File: src/rtl/zld_fsm.sv
// zld_fsm: zero run-length decoder expanding literal / zero-run tokens into DW-bit samples.
module zld_fsm #(
  parameter int DW = 7
) (
  input  logic          clock,
  input  logic          reset,
  input  logic          i_v,
  output logic          i_b,
  input  logic [DW:0]   i_d,
  output logic          o_v,
  input  logic          o_b,
  output logic [DW-1:0] o_d,
  output logic          stateo
);
  typedef enum logic {LIT = 1'b0, RUN = 1'b1} state_t;
  state_t        state_q;
  logic [DW-1:0] cnt_q;
  logic [DW-1:0] o_d_q;
  logic          o_v_q;
  logic          can_load;
  assign can_load = !o_v_q || !o_b;
  assign i_b      = reset || (state_q == RUN) || !can_load;
  assign o_v      = o_v_q;
  assign o_d      = o_d_q;
  assign stateo   = state_q;
  // cnt_q counts zeros still owed after the one sitting in the output register
  always_ff @(posedge clock or posedge reset) begin
    if (reset) begin
      state_q <= LIT;
      cnt_q   <= '0;
      o_v_q   <= 1'b0;
      o_d_q   <= '0;
    end else if (can_load) begin
      case (state_q)
        LIT: begin
          if (i_v) begin
            o_v_q <= 1'b1;
            o_d_q <= i_d[DW] ? '0 : i_d[DW-1:0];
            if (i_d[DW]) begin
              cnt_q   <= i_d[DW-1:0];
              state_q <= (i_d[DW-1:0] != '0) ? RUN : LIT;
            end
          end else begin
            o_v_q <= 1'b0;
          end
        end
        RUN: begin
          o_v_q <= 1'b1;
          o_d_q <= '0;
          cnt_q <= cnt_q - 1'b1;
          if (cnt_q == DW'(1)) state_q <= LIT;
        end
        default: begin
          state_q <= state_t'(1'bx);
          cnt_q   <= 'x;
          o_v_q   <= 1'bx;
          o_d_q   <= 'x;
        end
      endcase
    end
  end
endmodule

File: config.mk
export PLATFORM = sky130hd
export DESIGN_NAME = zld_fsm
export DESIGN_NICKNAME = d
export VERILOG_FILES = /design/src/rtl/zld_fsm.sv
export SDC_FILE = /design/constraint.sdc
export NUM_CORES = 1
export LEC_CHECK = 0
export CELL_PAD_IN_SITES_DETAIL_PLACEMENT = 0
export CELL_PAD_IN_SITES_GLOBAL_PLACEMENT = 1
export CORE_ASPECT_RATIO = 0.9
export CORE_MARGIN = 1.5
export CORE_UTILIZATION = 34
export DETAILED_ROUTE_END_ITERATION = 8
export GPL_TIMING_DRIVEN = 0
export PLACE_DENSITY_LB_ADDON = 0.1
export SYNTH_ARGS = -nofsm -noshare
export SYNTH_HDL_FRONTEND = slang
export SYNTH_SLANG_ARGS = --single-unit
File: constraint.sdc
create_clock -name clock -period 1.8 [get_ports clock]
set_input_delay 0.36 -clock clock [delete_from_list [all_inputs] [get_ports clock]]
set_output_delay 0.36 -clock clock [all_outputs]
set_load 0.1 [all_outputs]
-- Word-level counts from Yosys, hierarchy flattened
Index checks and enable logic that the tools add are counted.
- output and inout port bits: 10
- flip-flop bits (word level): 16
- bits of input ports: 12
- word-level logic and storage cells: 31
- reductions and logical operators: 9
- multiplexer cells: 13
- equal/unequal tests: 3
- bitwise logic cells: 1
- add/sub/neg operators: 1
- operator list (operator ; count):
    7-bit two-way mux ; 4
    7-bit case mux with 2 select lines ; 2
    7-bit by 1-bit equality test with 1-bit output (second input constant) ; 1
    7-bit nonzero test ; 1
    7-bit by 1-bit subtractor with 7-bit output (second input constant) ; 1
    1-bit two-way mux ; 5
    2-bit inequality test (second input constant) ; 2
    1-bit case mux with 2 select lines ; 2
    1-bit zero test ; 3
    1-bit logical OR ; 3
    3-bit AND reduction ; 1
    2-bit AND reduction ; 1
    1-bit NOT ; 1

-- Logic depth before layout (Yosys ltp)
Gate-level depths: netlist of run 1.
- depth in word-level cells: 5
- mapped depth: 6
- depth with buffers taken out: 6

-- Worst setup path before layout of run 1
No wires, ideal clock.
- kind: reg2out
- start: reg state_q (netlist: stateo)
- end: out i_b
- data required time: 1440 ps
- arrival: 2041 ps
- path buffers: 1
- stages on the path, launching flop included: 3
- path slack: -601 ps
- path through: dfrtp_1 -> buf_2 -> or3_1
- cells in the longest elaborated chain, start to end: 2
- ends and longest elaborated chain (element ; line ; source):
    start, declared ; 16 ; state_t state_q;
    start signal, assigned ; 41 ; state_q <= (i_d[DW-1:0] != '0) ? RUN : LIT;
    start signal, assigned ; 54 ; state_q <= state_t'(1'bx);
    1-bit logical OR (2 in a row) ; 22 ; assign i_b = reset || (state_q == RUN) || !can_load;
    end, declared ; 8 ; output logic i_b,
No other way between the ends.

-- Worst setup path in the final report of run 1
- start: reg o_v_q (netlist: o_v)
- end: out i_b
- cells in the longest elaborated chain, start to end: 4
- ends and longest elaborated chain (element ; line ; source):
    start, declared ; 19 ; logic o_v_q;
    start signal, assigned ; 31 ; o_v_q <= 1'b0;
    start signal, assigned ; 37 ; o_v_q <= 1'b1;
    start signal, assigned ; 44 ; o_v_q <= 1'b0;
    1-bit zero test ; 21 ; assign can_load = !o_v_q || !o_b;
    1-bit logical OR ; 21 ;
    1-bit zero test ; 22 ;
    1-bit logical OR ; 22 ;
No other way between the ends.

==> results of run 1 <==
==> routing by layer <==
layer / global-route usage, % / up-vias / share of wire, %
met3: 5.41 / 2 / 3.7
met5: 0 / - / 0
li1: - / 400 / -
met1: 21.3 / 349 / 52
met2: 26.2 / 14 / 43
met4: 2.44 / 0 / 0.48
==> state kept, by name, summed over array words and instances (netlist names) <==
| name | cells |
|---|---|
| o_d | 7 |
| stateo | 1 |
| o_v | 1 |
| cnt_q | 7 |
==> critical path, cell delays in order (launching register included) <==
cell and delay, ps:
dfrtp_2 410, and2_4 160, or3_4 390, buf_12 170
==> where the power goes <==
group	internal, mW	leakage, nW	switching (mW)
sequential	0.461	0.192	0.0976
clock	0.123	0.0210	0.115
combinational	0.269	0.290	0.460
total	0.854	0.503	0.673
==> worst paths after layout <==
check	endpoint	depth (start not counted)
worst max-delay path	i_b	3
worst min-delay path	o_v$_DFFE_PP0N_	3
worst max register to register	cnt_q[4]$_DFFE_PP0P_	6
worst min register to register	o_d[6]$_DFFE_PP0P_	2
max in group asynchronous	stateo$_DFFE_PP0N_	2
min in group asynchronous	o_d[3]$_DFFE_PP0P_	2
==> stage by stage <==
stage	setup TNS (ps)	total power, mW	util, %	area, sq um
after floorplan	0	1.08	-	853
after global placement	-1030	1.25	48.5	1100
after CTS	-57.3	1.52	51.3	1160
after global routing	-32.9	1.63	52.6	1190
final	0	1.53	52.6	1190
after detailed placement	-1060	1.27	48.5	1100
==> cell type report <==
cell class / count / area, sq um
Clock buffer: 4 / 36.3
Tap cell: 27 / 33.8
Buffer: 4 / 28.8
Timing Repair Buffer: 24 / 256
Inverter: 5 / 18.8
Fill cell: 213 / 1070
Sequential cell: 16 / 403
Multi-Input combinational cell: 72 / 413
==> Yosys cell counts <==
cell type | number | area, sq um
nor2b_1 | 1 | 6.26
clkbuf_1 | 1 | 3.75
a21oi_2 | 4 | 35.0
and2_4 | 1 | 8.76
o21ai_0 | 12 | 60.1
nand2_1 | 21 | 78.8
o21bai_1 | 1 | 7.51
nor3_1 | 3 | 15.0
nor4_1 | 2 | 12.5
a2bb2oi_1 | 4 | 35.0
ha_1 | 2 | 25.0
buf_2 | 3 | 15.0
inv_1 | 5 | 18.8
nor2_1 | 3 | 11.3
a21oi_1 | 1 | 5.00
nand3_1 | 5 | 25.0
dfrtp_1 | 16 | 400
nand4_1 | 1 | 6.26
or3_1 | 4 | 25.0
mux2i_1 | 1 | 10.0
o22ai_1 | 3 | 18.8
a22o_1 | 1 | 8.76
a22oi_1 | 1 | 7.51
or2_1 | 1 | 6.26
==> repair_timing <==
item | in CTS | in global routing
setup endpoints to repair | 10 | 1
buffers inserted | 0 | 3
pin swaps | 0 | 2
resized for setup | 38 | 2
==> cells by family after synthesis <==
kind of cell,Yosys count,synth area share (%)
flip-flops,16,47.3
AND/OR/NAND/NOR,42,23.1
AO/OA/AOI/OAI,27,21.0
adder cells (fa/ha/maj),2,2.96
multiplexers,1,1.18
buffers and inverters,9,4.44
==> impl_metrics.csv, run 1 <==
group,metric,value,unit
clock_network,htreeDepth,1,
timing,whs,427,ps
clock_network,cts_buffer_depth,2,
critical_path,cp-start-kind,"register",
timing,max_slew_margin,58.0,%
placed_design,hpwl,1610,um
timing,setup_viol_count_final,0,
placed_design,numPortBuffers,21,
routing,drt_iter0_markers,5,
die,core_area,2260,sq um
timing,setup_slack,24.3,ps
min_path,hp-class,"in2reg",
routing,wl_per_cell,13.8,um
critical_path,worst-endpoint-required,1440,ps
timing,max_freq,563,MHz
cells_and_area,area_delta_synth_final,40.7,%
critical_path,crit_path_start,"o_v$_DFFE_PP0N_",
cells_and_area,final_cells,152,
pwr,p_leak,0.503,nW
logic_synthesis,netlist_instances,97,
cells_and_area,nets,140,
critical_path,timing.reg2reg.setup_slack,200,ps
grt,grt_pass1_vias,749,
pwr,power_density,1280,nW/um^2
logic_synthesis,synth_area_per_cell,8.72,sq um
die,boundaryPins,22,
die,die_y,50.3,um
routing,wirelength,2090,um
routing,viasPerCell,5.03,
timing,final_max_slew_viol_count,0,
logic_synthesis,yosysWarnings,0,
critical_path,endpoint_kind,"primary output",
grt,grt_use_total,16.1,%
timing,rsz0062_at_grt,"true",
cells_and_area,diodes,0,
clock_network,clkTransAtPathRegs,100,ps
die,core.rowCount,16,
logic_synthesis,ys_seq_elements,16,
critical_path,crit_fanout,3,
placed_design,post-place-ws,-796,ps
grt,grt_max_degree,17,
pwr,vdd_ir_drop_max,0.826,mV
min_path,min_from,"o_b",
routing,drt_first_pass_iters,3,
critical_path,regToRegStartpoint,"cnt_q[0]$_DFFE_PP0P_",
clock_network,cts_tree,"built",
placed_design,place.gp.congestion,0.767,
clock_network,clock_sinks,16,
logic_synthesis,synth_cell_types,24,
critical_path,critPathArrivalTime,1420,ps
grt,grt_first_pass_wirelength,3480,um
grt,antenna_found_initial,0,
die,die_w,55.6,um
cells_and_area,final_cell_mix,"21 x nand2_1, 14 x dfrtp_1, 12 x o21ai_0, 10 x clkdlybuf4s50_1, 9 x clkdlybuf4s15_2",
timing,hold_viol_final,0,
run_status,status,"finished, final reports clean",
logic_synthesis,yosysSeqAreaShare,47.3,%
routing,drc,0,
placed_design,dp_cells,145,
logic_synthesis,syn_area,846,sq um
critical_path,worst-setup-path-type,"reg2out",
timing,worst_slew_pin_slew,629,ps
routing,drtAntennaViolNets,0,
logic_synthesis,syn-num-nets,111,
cells_and_area,final_common_cell,"nand2_1",
clock_network,cts-buffers-inserted,3,
die,die_area,2800,sq um
timing,period_needed,1780,ps
clock_network,clk-insertion-delay-late,280,ps
clock_network,root_buffer,"clkbuf_4",
cells_and_area,drive_above_1_share,22.4,%
flow_run,cap_violations,0,
timing,fin_worst_skew,0.708,ps
clock_network,hold_buffers,0,
routing,vias,765,
grt,grt_remaining_overflow,0,
die,start_util,37.4,%
timing,min_period_over_period,98.7,%
(Power assumes the default switching activity.)
==> inputs of run 2 (changes only) <==
--- a/config.mk
+++ b/config.mk
@@ -13,6 +13,7 @@
 export DETAILED_ROUTE_END_ITERATION = 8
 export GPL_TIMING_DRIVEN = 0
 export PLACE_DENSITY_LB_ADDON = 0.1
+export SLEW_MARGIN = 40
 export SYNTH_ARGS = -nofsm -noshare
 export SYNTH_HDL_FRONTEND = slang
 export SYNTH_SLANG_ARGS = --single-unit
==> constraint.sdc (replaced) <==
create_clock -name clock -period 1.75 [get_ports clock]
set_input_delay 0.35 -clock clock [delete_from_list [all_inputs] [get_ports clock]]
set_output_delay 0.35 -clock clock [all_outputs]
set_load 0.1 [all_outputs]
==> run 2 against run 1 <==
Hold slack improved by 30 ps; sequential cell count unchanged; via count increased by 2.6%; wire length decreased by 1.6%; clock skew about the same; first-iteration DRC count increased to 3.8 times the previous value; clock power increased by 3%; die area unchanged; design area decreased by 6.1%; total power increased by 0.71%; register-to-register slack got worse by 60 ps; highest routed layer unchanged.
==> impl_metrics.csv, run 2 (synthesis gave the netlist of run 1 again) <==
group,metric,value,unit
run_status,status,"finished, final reports clean",
critical_path,endpoint_kind,"primary output",
routing,wl_per_cell,13.6,um
cells_and_area,final_cell_mix,"21 x nand2_1, 14 x dfrtp_1, 12 x o21ai_0, 11 x buf_2, 10 x clkdlybuf4s50_1",
placed_design,post-place-ws,-142,ps
cells_and_area,multiInputGateArea,413,sq um
critical_path,worst-setup-path-type,"reg2out",
clock_network,clk-insertion-delay-late,280,ps
grt,grt_max_degree,17,
timing,whs,457,ps
clock_network,htreeDepth,1,
die,core_area,2260,sq um
clock_network,cts_tree,"built",
routing,vias,785,
timing,max_slew_margin,59.6,%
clock_network,cts-buffers-inserted,3,
cells_and_area,post-route-util,49.4,%
placed_design,dp_cells,145,
routing,viasPerCell,5.20,
cells_and_area,drive_above_1_share,21.8,%
die,boundaryPins,22,
critical_path,crit_path_start,"o_v$_DFFE_PP0N_",
die,start_util,37.4,%
pwr,seqPwrFrac,37.1,%
die,core.rowCount,16,
pwr,vdd_ir_drop_max,0.807,mV
cells_and_area,final_common_cell,"nand2_1",
timing,worst_slew_pin_slew,606,ps
timing,min_period_over_period,97.7,%
timing,hold_viol_final,0,
grt,grt_remaining_overflow,0,
critical_path,worst-endpoint-required,1400,ps
critical_path,regToRegStartpoint,"stateo$_DFFE_PP0N_",
placed_design,place.gp.congestion,0.784,
cells_and_area,area_delta_synth_final,32.1,%
critical_path,slowest_stage,"dfrtp_2",
critical_path,timing.reg2reg.setup_slack,140,ps
cells_and_area,layout.area.seq,405,sq um
routing,wirelength,2060,um
clock_network,hold_buffers,0,
pwr,power_switching,689,uW
min_path,hp-class,"in2async",
critical_path,critPathArrivalTime,1360,ps
cells_and_area,diodes,0,
pwr,clock_power_share,16.0,%
pwr,comb_power_share,47.0,%
pwr,p_sw_share,44.8,%
critical_path,cp_num_cells,3,
pwr,power_density,1380,nW/um^2
die,die_w,55.6,um
flow_run,cap_violations,0,
critical_path,worst-path-buf-inv,1,
critical_path,cp_cell_sequence,"and2_4, or3_4, buf_12",
cells_and_area,fin_area,1120,sq um
timing,period_needed,1710,ps
grt,antenna_found_initial,0,
cells_and_area,fillers,222,
timing,rsz0062_at_grt,"true",
die,die_area,2800,sq um
grt,grt_pass1_vias,753,
cells_and_area,nets,139,
routing,drt_iter0_markers,19,
critical_path,regToRegEndpoint,"o_d[2]$_DFFE_PP0P_",
clock_network,cts_buffer_depth,2,
clock_network,root_buffer,"clkbuf_4",
timing,tns,0,ps
pwr,p_int,849,uW
timing,final_max_slew_viol_count,0,
timing,fin_worst_skew,0.992,ps
critical_path,cp_top_family,"simple AND/OR/NAND/NOR gates",
placed_design,dpl_cell_area,1050,sq um
routing,drc,0,
critical_path,r2r_cells,5,
critical_path,crit_fanout,2,
routing,drtAntennaViolNets,0,
timing,setup_viol_count_final,0,
pwr,p_leak,0.493,nW
die,die_y,50.3,um
clock_network,clkTransAtPathRegs,100,ps
grt,grt_first_pass_wirelength,3540,um
timing,setup_slack,40.4,ps
routing,drt_first_pass_iters,4,
timing,max_freq,585,MHz
cells_and_area,final_cells,151,
grt,grt_use_total,16.3,%
pwr,power,1.54,mW
critical_path,cp-start-kind,"register",
placed_design,hpwl,1570,um
clock_network,clock_sinks,16,
critical_path,max_stage_delay,410,ps
placed_design,numPortBuffers,21,
[run 2: power groups by stage]
stage               logic [mW]  registers [mW]  clock network [mW]
global placement         0.705           0.585                   0
floorplan                0.366           0.747                   0
detailed placement       0.694           0.583                   0
finish                   0.722           0.570               0.245
global route             0.791           0.584               0.280
CTS                      0.722           0.568               0.261
[run 2: how the worst max path moves through the flow]
stage               endpoint  slack [ps]
CTS                      i_b          30
floorplan                i_b           9
global route             i_b         -10
global placement         i_b        -810
detailed placement       i_b        -140
finish                   i_b          40
[run 2: layout make-up]
| class | instances | share of cell area [%] |
|---|---|---|
| sequential | 16 | 36.3 |
| buffer | 3 | 1.23 |
| tap | 27 | 3.02 |
| multi-input combinational | 72 | 37.0 |
| clock buffer | 4 | 3.25 |
| inverter | 5 | 1.68 |
| timing repair buffer | 24 | 17.6 |
[run 2: what timing repair did]
item	in CTS	in global routing
setup endpoints to repair	1	1
pin swaps	1	0
gates resized for setup	5	0
setup buffers	3	0
[run 2: routing by layer]
layer | global-route usage (%) | part of all wire (%)
met1 | 23.5 | 50
met4 | 2.44 | 0.49
met3 | 5.93 | 4.9
met5 | 0 | 0
met2 | 23.6 | 44
==> inputs of run 3 (changes only) <==
--- a/config.mk
+++ b/config.mk
@@ -8,7 +8,7 @@
 export CELL_PAD_IN_SITES_DETAIL_PLACEMENT = 0
 export CELL_PAD_IN_SITES_GLOBAL_PLACEMENT = 1
 export CORE_ASPECT_RATIO = 0.9
-export CORE_MARGIN = 1.5
+export CORE_MARGIN = 8
 export CORE_UTILIZATION = 34
 export DETAILED_ROUTE_END_ITERATION = 8
 export GPL_TIMING_DRIVEN = 0
==> run 3 against run 2 <==
Hold slack got worse by 4.6 ps; worst setup slack worse by 26 ps; design area grew 0.11%.
==> impl_metrics.csv, run 3 (synthesis gave the netlist of run 1 again) <==
group,metric,value,unit
run_status,status,"finished, final reports clean",
placed_design,numPortBuffers,21,
die,die_w,68.6,um
critical_path,critPathArrivalTime,1390,ps
die,boundaryPins,22,
routing,drt_first_pass_iters,4,
cells_and_area,drive_above_1_share,21.8,%
pwr,power_density,1390,nW/um^2
routing,vias,792,
timing,min_period_over_period,99.2,%
routing,drtAntennaViolNets,0,
die,core_area,2400,sq um
clock_network,clock_sinks,16,
clock_network,hold_buffers,0,
routing,wirelength,2310,um
routing,wl_per_cell,15.2,um
critical_path,endpoint_kind,"primary output",
die,die_y,63.3,um
grt,grt_pass1_vias,810,
timing,max_slew_margin,59.2,%
timing,tns,0,ps
timing,worst_slew_pin_slew,612,ps
die,start_util,35.2,%
critical_path,worst-setup-path-type,"reg2out",
cells_and_area,area_delta_synth_final,32.2,%
clock_network,clk-insertion-delay-late,300,ps
clock_network,root_buffer,"clkbuf_4",
min_path,hp-class,"in2async",
placed_design,hpwl,1720,um
grt,use_met1,14.4,%
flow_run,cap_violations,0,
grt,grtUsageMet2,17.9,%
cells_and_area,final_cell_mix,"21 x nand2_1, 14 x dfrtp_1, 12 x o21ai_0, 11 x buf_2, 10 x clkdlybuf4s50_1",
pwr,p_leak,0.493,nW
grt,antenna_found_initial,0,
clock_network,cts-buffers-inserted,3,
critical_path,cp-start-kind,"register",
pwr,power,1.55,mW
cells_and_area,diodes,0,
grt,grt_use_met3,4.95,%
timing,rsz0062_at_grt,"true",
cells_and_area,final_common_cell,"nand2_1",
clock_network,clkTransAtPathRegs,110,ps
timing,period_needed,1740,ps
clock_network,cts_tree,"built",
timing,fin_worst_skew,13.8,ps
routing,drt_iter0_markers,31,
grt,grt_first_pass_wirelength,3930,um
timing,hold_viol_final,0,
routing,drc,0,
cells_and_area,nets,139,
grt,grt_max_degree,17,
placed_design,place.gp.congestion,0.803,
clock_network,htreeDepth,1,
die,die_area,4340,sq um
timing,max_freq,576,MHz
grt,grt_use_total,11.6,%
clock_network,cts_buffer_depth,2,
cells_and_area,fillers,260,
timing,setup_viol_count_final,0,
timing,final_max_slew_viol_count,0,
routing,viasPerCell,5.21,
critical_path,worst-endpoint-required,1400,ps
die,core.rowCount,17,
critical_path,crit_fanout,3,
pwr,vdd_ir_drop_max,0.701,mV
grt,busiest_layer,"met2",
grt,grt_remaining_overflow,0,
-- run 3: worst max-delay path, stage by stage, from the launching register on --
cell and delay (ps):
dfrtp_4 510, or3_4 400, buf_12 170
-- run 3: path summary, 6_finish.rpt --
check                      slack (ps)  depth (start not counted)                  from                   end
min reg2reg                       480                          2    o_d[5]$_DFFE_PP0P_    o_d[5]$_DFFE_PP0P_
max reg2reg                       200                          6  cnt_q[0]$_DFFE_PP0P_  cnt_q[4]$_DFFE_PP0P_
max in group asynchronous         850                          2                 reset    stateo$_DFFE_PP0N_
min                               450                          2                 reset  cnt_q[1]$_DFFE_PP0P_
min in group clock                480                          2    o_d[5]$_DFFE_PP0P_    o_d[5]$_DFFE_PP0P_
max                                10                          2    stateo$_DFFE_PP0N_                   i_b
-- run 3: timing repair --
item | CTS | global route
pin swaps | 1 | 0
endpoints found under the setup margin | 1 | 1
gates resized for setup | 5 | 0
setup buffers | 3 | 0
-- run 3: per-layer routing --
layer / vias to the layer above / part of all wire [%]
met5: - / 0
met4: 0 / 1.1
met2: 20 / 47
li1: 393 / -
met1: 375 / 46
met3: 4 / 6.0
-- run 3: layout make-up --
class | count | area, sq um | area share, %
multi-input cells | 72 | 413 | 36.9
flip-flops and latches | 16 | 405 | 36.2
repair buffers | 24 | 196 | 17.6
clock buffers | 4 | 36.3 | 3.24
well taps | 28 | 35.0 | 3.13
inverters | 5 | 18.8 | 1.68
plain buffers | 3 | 13.8 | 1.23
-- run 3: metrics by stage --
stage	instances	hold WS (ps)	worst slack, ps	util (%)	instance area (sq um)
6_report	152	452	14.7	46.5	1120
5_1_grt	152	508	-18.8	46.5	1120
4_1_cts	152	489	13.3	46.5	1120
3_5_place_dp	146	465	-146	43.7	1050
3_3_place_gp	146	460	-814	45.8	1100
2_1_floorplan	97	264	8.86	-	856
-- run 3: power by group --
group	switching [mW]	internal, mW	leakage, nW
registers	0.101	0.477	0.192
clock network	0.126	0.127	0.0210
logic	0.473	0.246	0.279
